==> config.mk <==
export PLATFORM = sky130hd
export DESIGN_NAME = timer_display
export DESIGN_NICKNAME = d
export VERILOG_FILES = /design/src/rtl/mine_quest_pkg.sv /design/src/rtl/seg7_decoder.sv /design/src/rtl/timer_display.sv
export SDC_FILE = /design/constraint.sdc
export NUM_CORES = 1
export LEC_CHECK = 0
export CORE_ASPECT_RATIO = 1.75
export CORE_MARGIN = 2
export CORE_UTILIZATION = 45
export DETAILED_ROUTE_END_ITERATION = 12
export GPL_ROUTABILITY_DRIVEN = 0
export PLACE_DENSITY = 0.7
export SLEW_MARGIN = 10
export SYNTH_ARGS = -nofsm -noshare
export SYNTH_HDL_FRONTEND = slang
export SYNTH_SLANG_ARGS = --single-unit
==> constraint.sdc <==
create_clock -name CLOCK_50 -period 8.8 [get_ports CLOCK_50]
set_input_delay 2.64 -clock CLOCK_50 [delete_from_list [all_inputs] [get_ports CLOCK_50]]
set_output_delay 2.64 -clock CLOCK_50 [all_outputs]
set_load 0.02 [all_outputs]
==> src/rtl/mine_quest_pkg.sv <==
// Shared types and constants for the mine-quest timer display: FSM states,
// time field width, double-dabble step and seven-segment patterns.
package mine_quest_pkg;

    typedef enum logic [1:0] {
        IDLE,
        SHIFT,
        UPDATE
    } state_t;

    localparam int unsigned TIME_W = 7;
    // Shift register layout per field: {hundreds carry, tens, units, binary}
    localparam int unsigned DD_W   = 1 + 4 + 4 + TIME_W;
    localparam int unsigned ITER_W = 3;

    localparam logic [6:0] SEG_0     = 7'b1000000;
    localparam logic [6:0] SEG_1     = 7'b1111001;
    localparam logic [6:0] SEG_2     = 7'b0100100;
    localparam logic [6:0] SEG_3     = 7'b0110000;
    localparam logic [6:0] SEG_4     = 7'b0011001;
    localparam logic [6:0] SEG_5     = 7'b0010010;
    localparam logic [6:0] SEG_6     = 7'b0000010;
    localparam logic [6:0] SEG_7     = 7'b1111000;
    localparam logic [6:0] SEG_8     = 7'b0000000;
    localparam logic [6:0] SEG_9     = 7'b0010000;
    localparam logic [6:0] SEG_DASH  = 7'b0111111;
    localparam logic [6:0] SEG_BLANK = 7'b1111111;

    function automatic logic [DD_W-1:0] dd_step(input logic [DD_W-1:0] s);
        logic [DD_W-1:0] t;
        t = s;
        if (t[TIME_W +: 4] >= 4'd5)
            t[TIME_W +: 4] = t[TIME_W +: 4] + 4'd3;
        if (t[TIME_W+4 +: 4] >= 4'd5)
            t[TIME_W+4 +: 4] = t[TIME_W+4 +: 4] + 4'd3;
        return {t[DD_W-2:0], 1'b0};
    endfunction

endpackage

==> src/rtl/seg7_decoder.sv <==
// BCD digit to active-low seven-segment pattern (gfedcba); the dash flag
// overrides the digit for out-of-range fields.
module seg7_decoder
    import mine_quest_pkg::*;
(
    input  logic [3:0] bcd_i,
    input  logic       dash_i,
    output logic [6:0] seg_o
);

    always_comb begin
        seg_o = SEG_BLANK;
        if (dash_i) begin
            seg_o = SEG_DASH;
        end else begin
            case (bcd_i)
                4'd0:    seg_o = SEG_0;
                4'd1:    seg_o = SEG_1;
                4'd2:    seg_o = SEG_2;
                4'd3:    seg_o = SEG_3;
                4'd4:    seg_o = SEG_4;
                4'd5:    seg_o = SEG_5;
                4'd6:    seg_o = SEG_6;
                4'd7:    seg_o = SEG_7;
                4'd8:    seg_o = SEG_8;
                4'd9:    seg_o = SEG_9;
                default: seg_o = SEG_BLANK;
            endcase
        end
    end

endmodule

==> src/rtl/timer_display.sv <==
// Converts hours/minutes/seconds to six seven-segment digits with a serial
// double-dabble pass on every input change, and blinks while the game is over.
module timer_display
    import mine_quest_pkg::*;
#(
    parameter int unsigned BLINK_HALF_PERIOD = 250000
) (
    input  logic              CLOCK_50,
    input  logic              reset,
    input  logic [TIME_W-1:0] seconds,
    input  logic [TIME_W-1:0] minutes,
    input  logic [TIME_W-1:0] hours,
    input  logic              is_game_over,
    output logic [6:0]        HEX0,
    output logic [6:0]        HEX1,
    output logic [6:0]        HEX2,
    output logic [6:0]        HEX3,
    output logic [6:0]        HEX4,
    output logic [6:0]        HEX5,
    output logic              busy
);

    localparam int unsigned CW = (BLINK_HALF_PERIOD > 1) ? $clog2(BLINK_HALF_PERIOD) : 1;

    state_t                state_q, state_d;
    logic [3*TIME_W-1:0]   snap_q, snap_d;
    logic [ITER_W-1:0]     iter_q, iter_d;
    logic [DD_W-1:0]       sh_q [3];
    logic [DD_W-1:0]       sh_d [3];
    logic [6:0]            seg_q [6];
    logic [6:0]            seg_d [6];
    logic                  busy_q;
    logic [CW-1:0]         blink_cnt_q, blink_cnt_d;
    logic                  phase_q, phase_d;
    logic [3*TIME_W-1:0]   cur;
    logic [6:0]            dec_seg [6];

    assign cur = {hours, minutes, seconds};

    // Digit index 2f is units, 2f+1 is tens; the hundreds carry drives the dash.
    for (genvar f = 0; f < 3; f++) begin : g_field
        seg7_decoder u_units (
            .bcd_i  (sh_q[f][TIME_W +: 4]),
            .dash_i (sh_q[f][DD_W-1]),
            .seg_o  (dec_seg[2*f])
        );
        seg7_decoder u_tens (
            .bcd_i  (sh_q[f][TIME_W+4 +: 4]),
            .dash_i (sh_q[f][DD_W-1]),
            .seg_o  (dec_seg[2*f+1])
        );
    end

    always_comb begin
        state_d = state_q;
        snap_d  = snap_q;
        iter_d  = iter_q;
        sh_d    = sh_q;
        seg_d   = seg_q;
        case (state_q)
            IDLE: begin
                if (cur != snap_q) begin
                    snap_d = cur;
                    for (int unsigned f = 0; f < 3; f++)
                        sh_d[f] = {{(DD_W-TIME_W){1'b0}}, cur[f*TIME_W +: TIME_W]};
                    iter_d  = '0;
                    state_d = SHIFT;
                end
            end
            SHIFT: begin
                for (int unsigned f = 0; f < 3; f++)
                    sh_d[f] = dd_step(sh_q[f]);
                iter_d = iter_q + 1'b1;
                if (iter_q == ITER_W'(TIME_W-1))
                    state_d = UPDATE;
            end
            UPDATE: begin
                for (int unsigned i = 0; i < 6; i++)
                    seg_d[i] = dec_seg[i];
                state_d = IDLE;
            end
            default: state_d = IDLE;
        endcase
    end

    always_comb begin
        blink_cnt_d = '0;
        phase_d     = 1'b0;
        if (is_game_over) begin
            phase_d = phase_q;
            if (blink_cnt_q == CW'(BLINK_HALF_PERIOD-1)) begin
                blink_cnt_d = '0;
                phase_d     = ~phase_q;
            end else begin
                blink_cnt_d = blink_cnt_q + 1'b1;
            end
        end
    end

    always_ff @(posedge CLOCK_50) begin
        if (reset) begin
            state_q     <= IDLE;
            snap_q      <= '0;
            iter_q      <= '0;
            sh_q        <= '{default: '0};
            seg_q       <= '{default: SEG_0};
            busy_q      <= 1'b0;
            blink_cnt_q <= '0;
            phase_q     <= 1'b0;
        end else begin
            state_q     <= state_d;
            snap_q      <= snap_d;
            iter_q      <= iter_d;
            sh_q        <= sh_d;
            seg_q       <= seg_d;
            busy_q      <= (state_d != IDLE);
            blink_cnt_q <= blink_cnt_d;
            phase_q     <= phase_d;
        end
    end

    always_comb begin
        HEX0 = phase_q ? SEG_BLANK : seg_q[0];
        HEX1 = phase_q ? SEG_BLANK : seg_q[1];
        HEX2 = phase_q ? SEG_BLANK : seg_q[2];
        HEX3 = phase_q ? SEG_BLANK : seg_q[3];
        HEX4 = phase_q ? SEG_BLANK : seg_q[4];
        HEX5 = phase_q ? SEG_BLANK : seg_q[5];
    end

    assign busy = busy_q;

endmodule
==> out/results.ini, run 1 <==
[sta]
fmax_ghz = 0.171
setup_viol = 0
rsz0062_at_grt = no
finalSetupTns_ns = 0
period_minus_slack_ns = 5.85
slew_viol_final = 0
relSlewSlack_pct = 30.2
skew_ns = 0.0120
finalHoldViolations = 0
finalCritPeriodShare_pct = 66.5
tightest_slew_ns = 1.05

[logic_synthesis]
synth_seq_cells = 178
avgSynthCellArea_um2 = 8.10
synth_top_cells_by_area = dfxtp_1, ha_1, nand2_1, nor3_1, nor2_1
synth_edf_count = 0
ys_types = 57
synthesis.area_mm2 = 0.00856
synth_nets = 1125
yosysWarnings = 0
ys.flop_type = dfxtp_1
synth_top_cell_area_share_pct = 41.6
ys_seq_area_share_pct = 41.6
synth_top_cell_by_area = dfxtp_1
ys_async_sr_fraction_pct = 0
syn_inst = 1056

[routing]
wirelength_mm = 18.7
drc = 0
drt_iter0_markers = 333
via_per_inst = 5.29
vias = 7063
wl_per_cell_um = 14.0
firstDrtPassIters = 5
antenna_left = 0

[placed_design]
portBuffers = 66
dp.cells = 1304
post_dp_cell_area_mm2 = 0.00932
dpl.hpwl_mm = 13.1

[clocking]
ctsResizeCount = 0
cts_setup_buffers = 0
clkLatencyLatePin_ns = 0.43
cts-hold-fix-buffers = 0
clk_pin_slew_ns = 0.07
clock-sinks = 178
numCtsBuffers = 17
cts_max_level = 4
root_buffer = clkbuf_16
clock_path_buffers = 2
cts_tree = yes

[final_layout]
layout_commonest_cell = dfxtp_1
fin_area_mm2 = 0.00990
final_cell_mix = dfxtp_1, nand2_1, nor2_1, nor3_1
num_antenna_cells = 0
stdcell_count = 1336
drive_above_1_share_pct = 9.11
nNetsFinal = 1154
synthToLayoutAreaGrowth_pct = 15.7
fillerInstances = 1773
final_util_pct = 53.3

[flow_run]
maxCapViolCount = 0

[worst_setup_path]
ff2ff_path_depth = 9
required_ns = 9.13
worstSetupPathType = in2reg
cp-end-kind = flip-flop
cp_data_arrival_time_ns = 6.18
startpoint = hours[1]
start_kind = input port
path_max_fanout = 29
r2r_setup_slack_ns = 5.33
crit-reg2reg-launch = snap_q[15]$_SDFFE_PP0P_

[grt]
antenna_found_initial = 0
grt_pass1_wl_mm = 32.1
grt_pass1_vias = 6707
grtUsageTotal_pct = 19.5
grt_max_degree = 97
grt_overflow_total = 0

[min_path]
hold_path.class = reg2reg

[status]
status = complete, no violations

[die]
die_area_mm2 = 0.0202
core-area_mm2 = 0.0186
placementRows = 66
dieWidth_um = 108
ios = 67
start_util_pct = 46.0
die_h_um = 186

[power_and_ir_drop]
power.density_mw_per_mm2 = 167
report.power.total_uw = 1650
power_leakage_uw = 0.00406
vdd_drop_max_mv = 0.137

==> final cells by class <==
cell class,count,area (um^2),area share (%)
clock buffer,20,457,4.61
clock inverter,12,123,1.24
inverter,46,173,1.74
multi-input combinational,769,4580,46.2
sequential,178,3560,36.0
tap,238,298,3.01
timing repair buffer,73,711,7.18
==> cell families (layout without fill, tap and decap cells) <==
group / after synthesis / in the layout / share of synthesized area, %
xor+xnor: 49 / 49 / 5.02
mux: 12 / 12 / 1.42
simple gates: 480 / 480 / 26.3
compound gates: 183 / 183 / 14.0
buf+inv: 109 / 151 / 5.06
flops: 178 / 178 / 41.6
fa+ha+maj: 45 / 45 / 6.58
==> per-layer routing <==
metal	GRT usage (%)	vias to the layer above	routed length (um)
li1	-	3640	-
met5	0	-	0
met3	3.49	21	493
met4	7.10	0	359
met1	22.6	3294	7920
met2	35.2	108	9910
==> synth_stat cells, types with 6 or more instances <==
cell	count
ha_1	45
inv_1	43
nor4_1	7
nand3b_1	6
a21oi_1	65
and2_1	7
nor3b_1	7
clkbuf_1	44
a31oi_1	13
nor2_1	108
nor3_1	84
nand2_1	150
a21o_1	8
buf_2	10
xnor2_1	12
a211oi_1	6
buf_1	7
mux2i_1	11
xor2_1	37
a32oi_1	6
o21ai_0	28
a311oi_1	18
dfxtp_1	178
nand2b_1	15
or2_2	44
nand3_1	28
a21oi_2	6
==> worst max-delay path: stages <==
cell and delay, ns:
clkdlybuf4s50_1 0.47, xor2_1 0.17, nor4_1 0.39, and3b_1 0.60
a21oi_4 0.31, buf_4 0.30, a211oi_1 0.44, inv_1 0.15
ha_1 0.33, o41ai_1 0.34
==> per-stage QoR <==
step	setup WS, ns	hold slack (ns)
after floorplan	3.91	0.418
after global placement	2.64	0.434
after detailed placement	2.51	0.439
after CTS	2.97	0.454
after global routing	2.65	0.474
final	2.95	0.448
==> report_power, final <==
group / leakage (uW) / switching (uW) / internal (uW) / total, uW
combinational: 0.00233 / 48.0 / 29.0 / 77.0
sequential: 0.00144 / 10.0 / 820 / 830
clock: 0.000285 / 332 / 412 / 743
total: 0.00406 / 390 / 1260 / 1650
==> how the worst min path moves through the flow <==
stage                              startpoint                   endpoint  cells after the start
floorplan           blink_cnt_q[0]$_SDFF_PP0_  blink_cnt_q[0]$_SDFF_PP0_                      1
global placement    blink_cnt_q[0]$_SDFF_PP0_  blink_cnt_q[0]$_SDFF_PP0_                      1
detailed placement  blink_cnt_q[0]$_SDFF_PP0_  blink_cnt_q[0]$_SDFF_PP0_                      1
CTS                 blink_cnt_q[0]$_SDFF_PP0_  blink_cnt_q[0]$_SDFF_PP0_                      1
global route            sh_q[16]$_SDFFE_PP0N_      sh_q[16]$_SDFFE_PP0N_                      2
finish              blink_cnt_q[0]$_SDFF_PP0_  blink_cnt_q[0]$_SDFF_PP0_                      1
(Power assumes the default switching activity.)
==> run 2: changes to the inputs <==
- clock period: 8.8 -> 6 ns (I/O delays scaled with it)
==> run 2 against run 1 <==
  * Total power is 47% higher
  * Final cell count increased by 0.37%
  * Sequential power rose by 47%
  * Critical path type unchanged
  * Hold slack gained 0.0053 ns
  * Clock skew up 0.0049 ns
  * Highest routed layer unchanged
==> out/results.ini, run 2 (synthesized netlist as in run 1, its figures left out) <==
[status]
status = complete, no violations

[routing]
wl_per_cell_um = 14.0  ; -0.13%
antenna_left = 0  ; unchanged
via_per_inst = 5.29  ; about the same
vias = 7088  ; +0.35%
drc = 0  ; unchanged
wirelength_mm = 18.7  ; +0.24%
drt_iter0_markers = 278  ; -17%
firstDrtPassIters = 5  ; unchanged

[sta]
setup_viol = 0  ; unchanged
rsz0062_at_grt = no
relSlewSlack_pct = 44.1  ; +14 points
finalCritPeriodShare_pct = 76.8
skew_ns = 0.0170  ; +0.00494 ns
timing.final.ws_setup_ns = 1.39  ; -1.56 ns
slew_viol_final = 0  ; unchanged
finalHoldViolations = 0  ; unchanged
period_minus_slack_ns = 4.61
finalSetupTns_ns = 0  ; unchanged
tightest_slew_ns = 0.838  ; -0.208 ns
fmax_ghz = 0.217

[grt]
grtUsageTotal_pct = 19.7  ; +0.19 points
grt_pass1_wl_mm = 32.3  ; +0.69%
antenna_found_initial = 0  ; unchanged
grt_max_degree = 64  ; -34%
grt_overflow_total = 0  ; unchanged
grt_pass1_vias = 6905  ; +3.0%

[worst_setup_path]
crit-reg2reg-launch = snap_q[16]$_SDFFE_PP0P_
start_kind = input port
crit_path_top_delay_cell = and4_2
path_max_fanout = 24  ; -17%
cp-end-kind = flip-flop
max_stage_delay_ns = 0.51  ; -0.09 ns
cp_data_arrival_time_ns = 4.93  ; -1.25 ns
worstSetupPathType = in2reg
path_cells = clkdlybuf4s50_1 > xor2_1 > nor4_1 > and4_2 > a21oi_4 > buf_4 > a211oi_1 > inv_1 > ha_1 > o41ai_1
required_ns = 6.33  ; -2.80 ns
startpoint = hours[2]

[clocking]
root_buffer = clkbuf_16
cts_tree = yes
ctsResizeCount = 0  ; unchanged
cts_setup_buffers = 0  ; unchanged
cts_max_level = 4  ; unchanged
numCtsBuffers = 17  ; unchanged
clock-sinks = 178  ; unchanged
clock_path_buffers = 2  ; unchanged
clkLatencyLatePin_ns = 0.43  ; about the same
cts-hold-fix-buffers = 0  ; unchanged
clk_pin_slew_ns = 0.06  ; about the same

[power_and_ir_drop]
power.density_mw_per_mm2 = 245  ; +47%
power_leakage_uw = 0.00409  ; +0.71%
vdd_drop_max_mv = 0.201  ; +46%

[final_layout]
drive_above_1_share_pct = 9.61  ; +0.50 points
synthToLayoutAreaGrowth_pct = 16.2
layout_commonest_cell = dfxtp_1
num_antenna_cells = 0  ; unchanged
nNetsFinal = 1159  ; +0.43%
final_cell_mix = dfxtp_1, nand2_1, nor2_1, nor3_1
fillerInstances = 1775  ; +0.11%
fin_area_mm2 = 0.00994  ; +0.43%

[die]
dieWidth_um = 108  ; unchanged
die_area_mm2 = 0.0202  ; unchanged
die_h_um = 186  ; unchanged
ios = 67  ; unchanged
placementRows = 66  ; unchanged
core-area_mm2 = 0.0186  ; unchanged
start_util_pct = 46.0  ; unchanged

[flow_run]
maxCapViolCount = 0  ; unchanged

[min_path]
min_from = blink_cnt_q[0]$_SDFF_PP0_
hold_path.class = reg2reg

[placed_design]
place_ws_ns = 0.957  ; -1.55 ns
portBuffers = 66  ; unchanged
dpl.hpwl_mm = 13.3  ; +1.8%
post_dp_cell_area_mm2 = 0.00936  ; +0.40%

==> run 2: changes by cell type in the layout (fill, tap and decap cells not counted) <==
| cell | previous run | this run |
|---|---|---|
| dfxtp_1 | 178 | 177 |
| clkinv_2 | 2 | 4 |
| buf_4 | 8 | 13 |
| bufinv_16 | 1 | 2 |
| clkbuf_8 | 2 | 0 |
| dfxtp_2 | 0 | 1 |
| clkinv_4 | 3 | 2 |
==> run 2: path summary, 6_finish.rpt <==
| check | to | slack [ns] | depth (start not counted) |
|---|---|---|---|
| min | blink_cnt_q[0]$_SDFF_PP0_ | 0.45 | 1 |
| max reg2reg | flip-flop | 2.90 | 9 |
| min reg2reg | blink_cnt_q[0]$_SDFF_PP0_ | 0.45 | 1 |
| max | flip-flop | 1.39 | 10 |
==> run 2: metrics by stage <==
stage	utilization [%]	instances	total power, uW	hold WS (ns)
3_3_place_gp	50.4	1309	1360	0.434
3_5_place_dp	50.4	1309	1360	0.444
5_1_grt	53.5	1341	2520	0.486
4_1_cts	53.5	1341	2460	0.455
6_report	53.5	1341	2430	0.453
2_1_floorplan	-	1056	1310	0.418
==> run 2: final cells by class <==
cell class,instances,area [um^2],share of cell area (%)
clock buffer,18,429,4.32
multi-input combinational,769,4580,46.0
timing repair buffer,78,748,7.52
inverter,46,173,1.74
tap,238,298,2.99
sequential,178,3560,35.9
clock inverter,14,154,1.55
==> run 2: power by group <==
part / leakage (uW) / switching, uW / total, uW / internal (uW)
Combinational: 0.00236 / 70.9 / 114 / 43.3
Sequential: 0.00144 / 15.2 / 1220 / 1200
Clock: 0.000289 / 480 / 1100 / 621
Total: 0.00409 / 566 / 2430 / 1870
==> run 2: critical path: cells and delay by family <==
| kind | cells | cell delay (ns) |
|---|---|---|
| AOI/OAI and AO/OA | 3 | 0.87 |
| xor gates and xnor gates | 1 | 0.18 |
| adders and majority gates | 1 | 0.34 |
| buffers and inverters | 3 | 0.87 |
| and+or+nand+nor | 2 | 0.87 |
==> run 2: routing by layer <==
metal | vias to the layer above | GRT usage, % | wire, um
met3 | 19 | 3.28 | 400
met5 | - | 0 | 0
met2 | 99 | 36.5 | 10300
met1 | 3316 | 22.3 | 7800
met4 | 0 | 6.76 | 273
li1 | 3654 | - | -
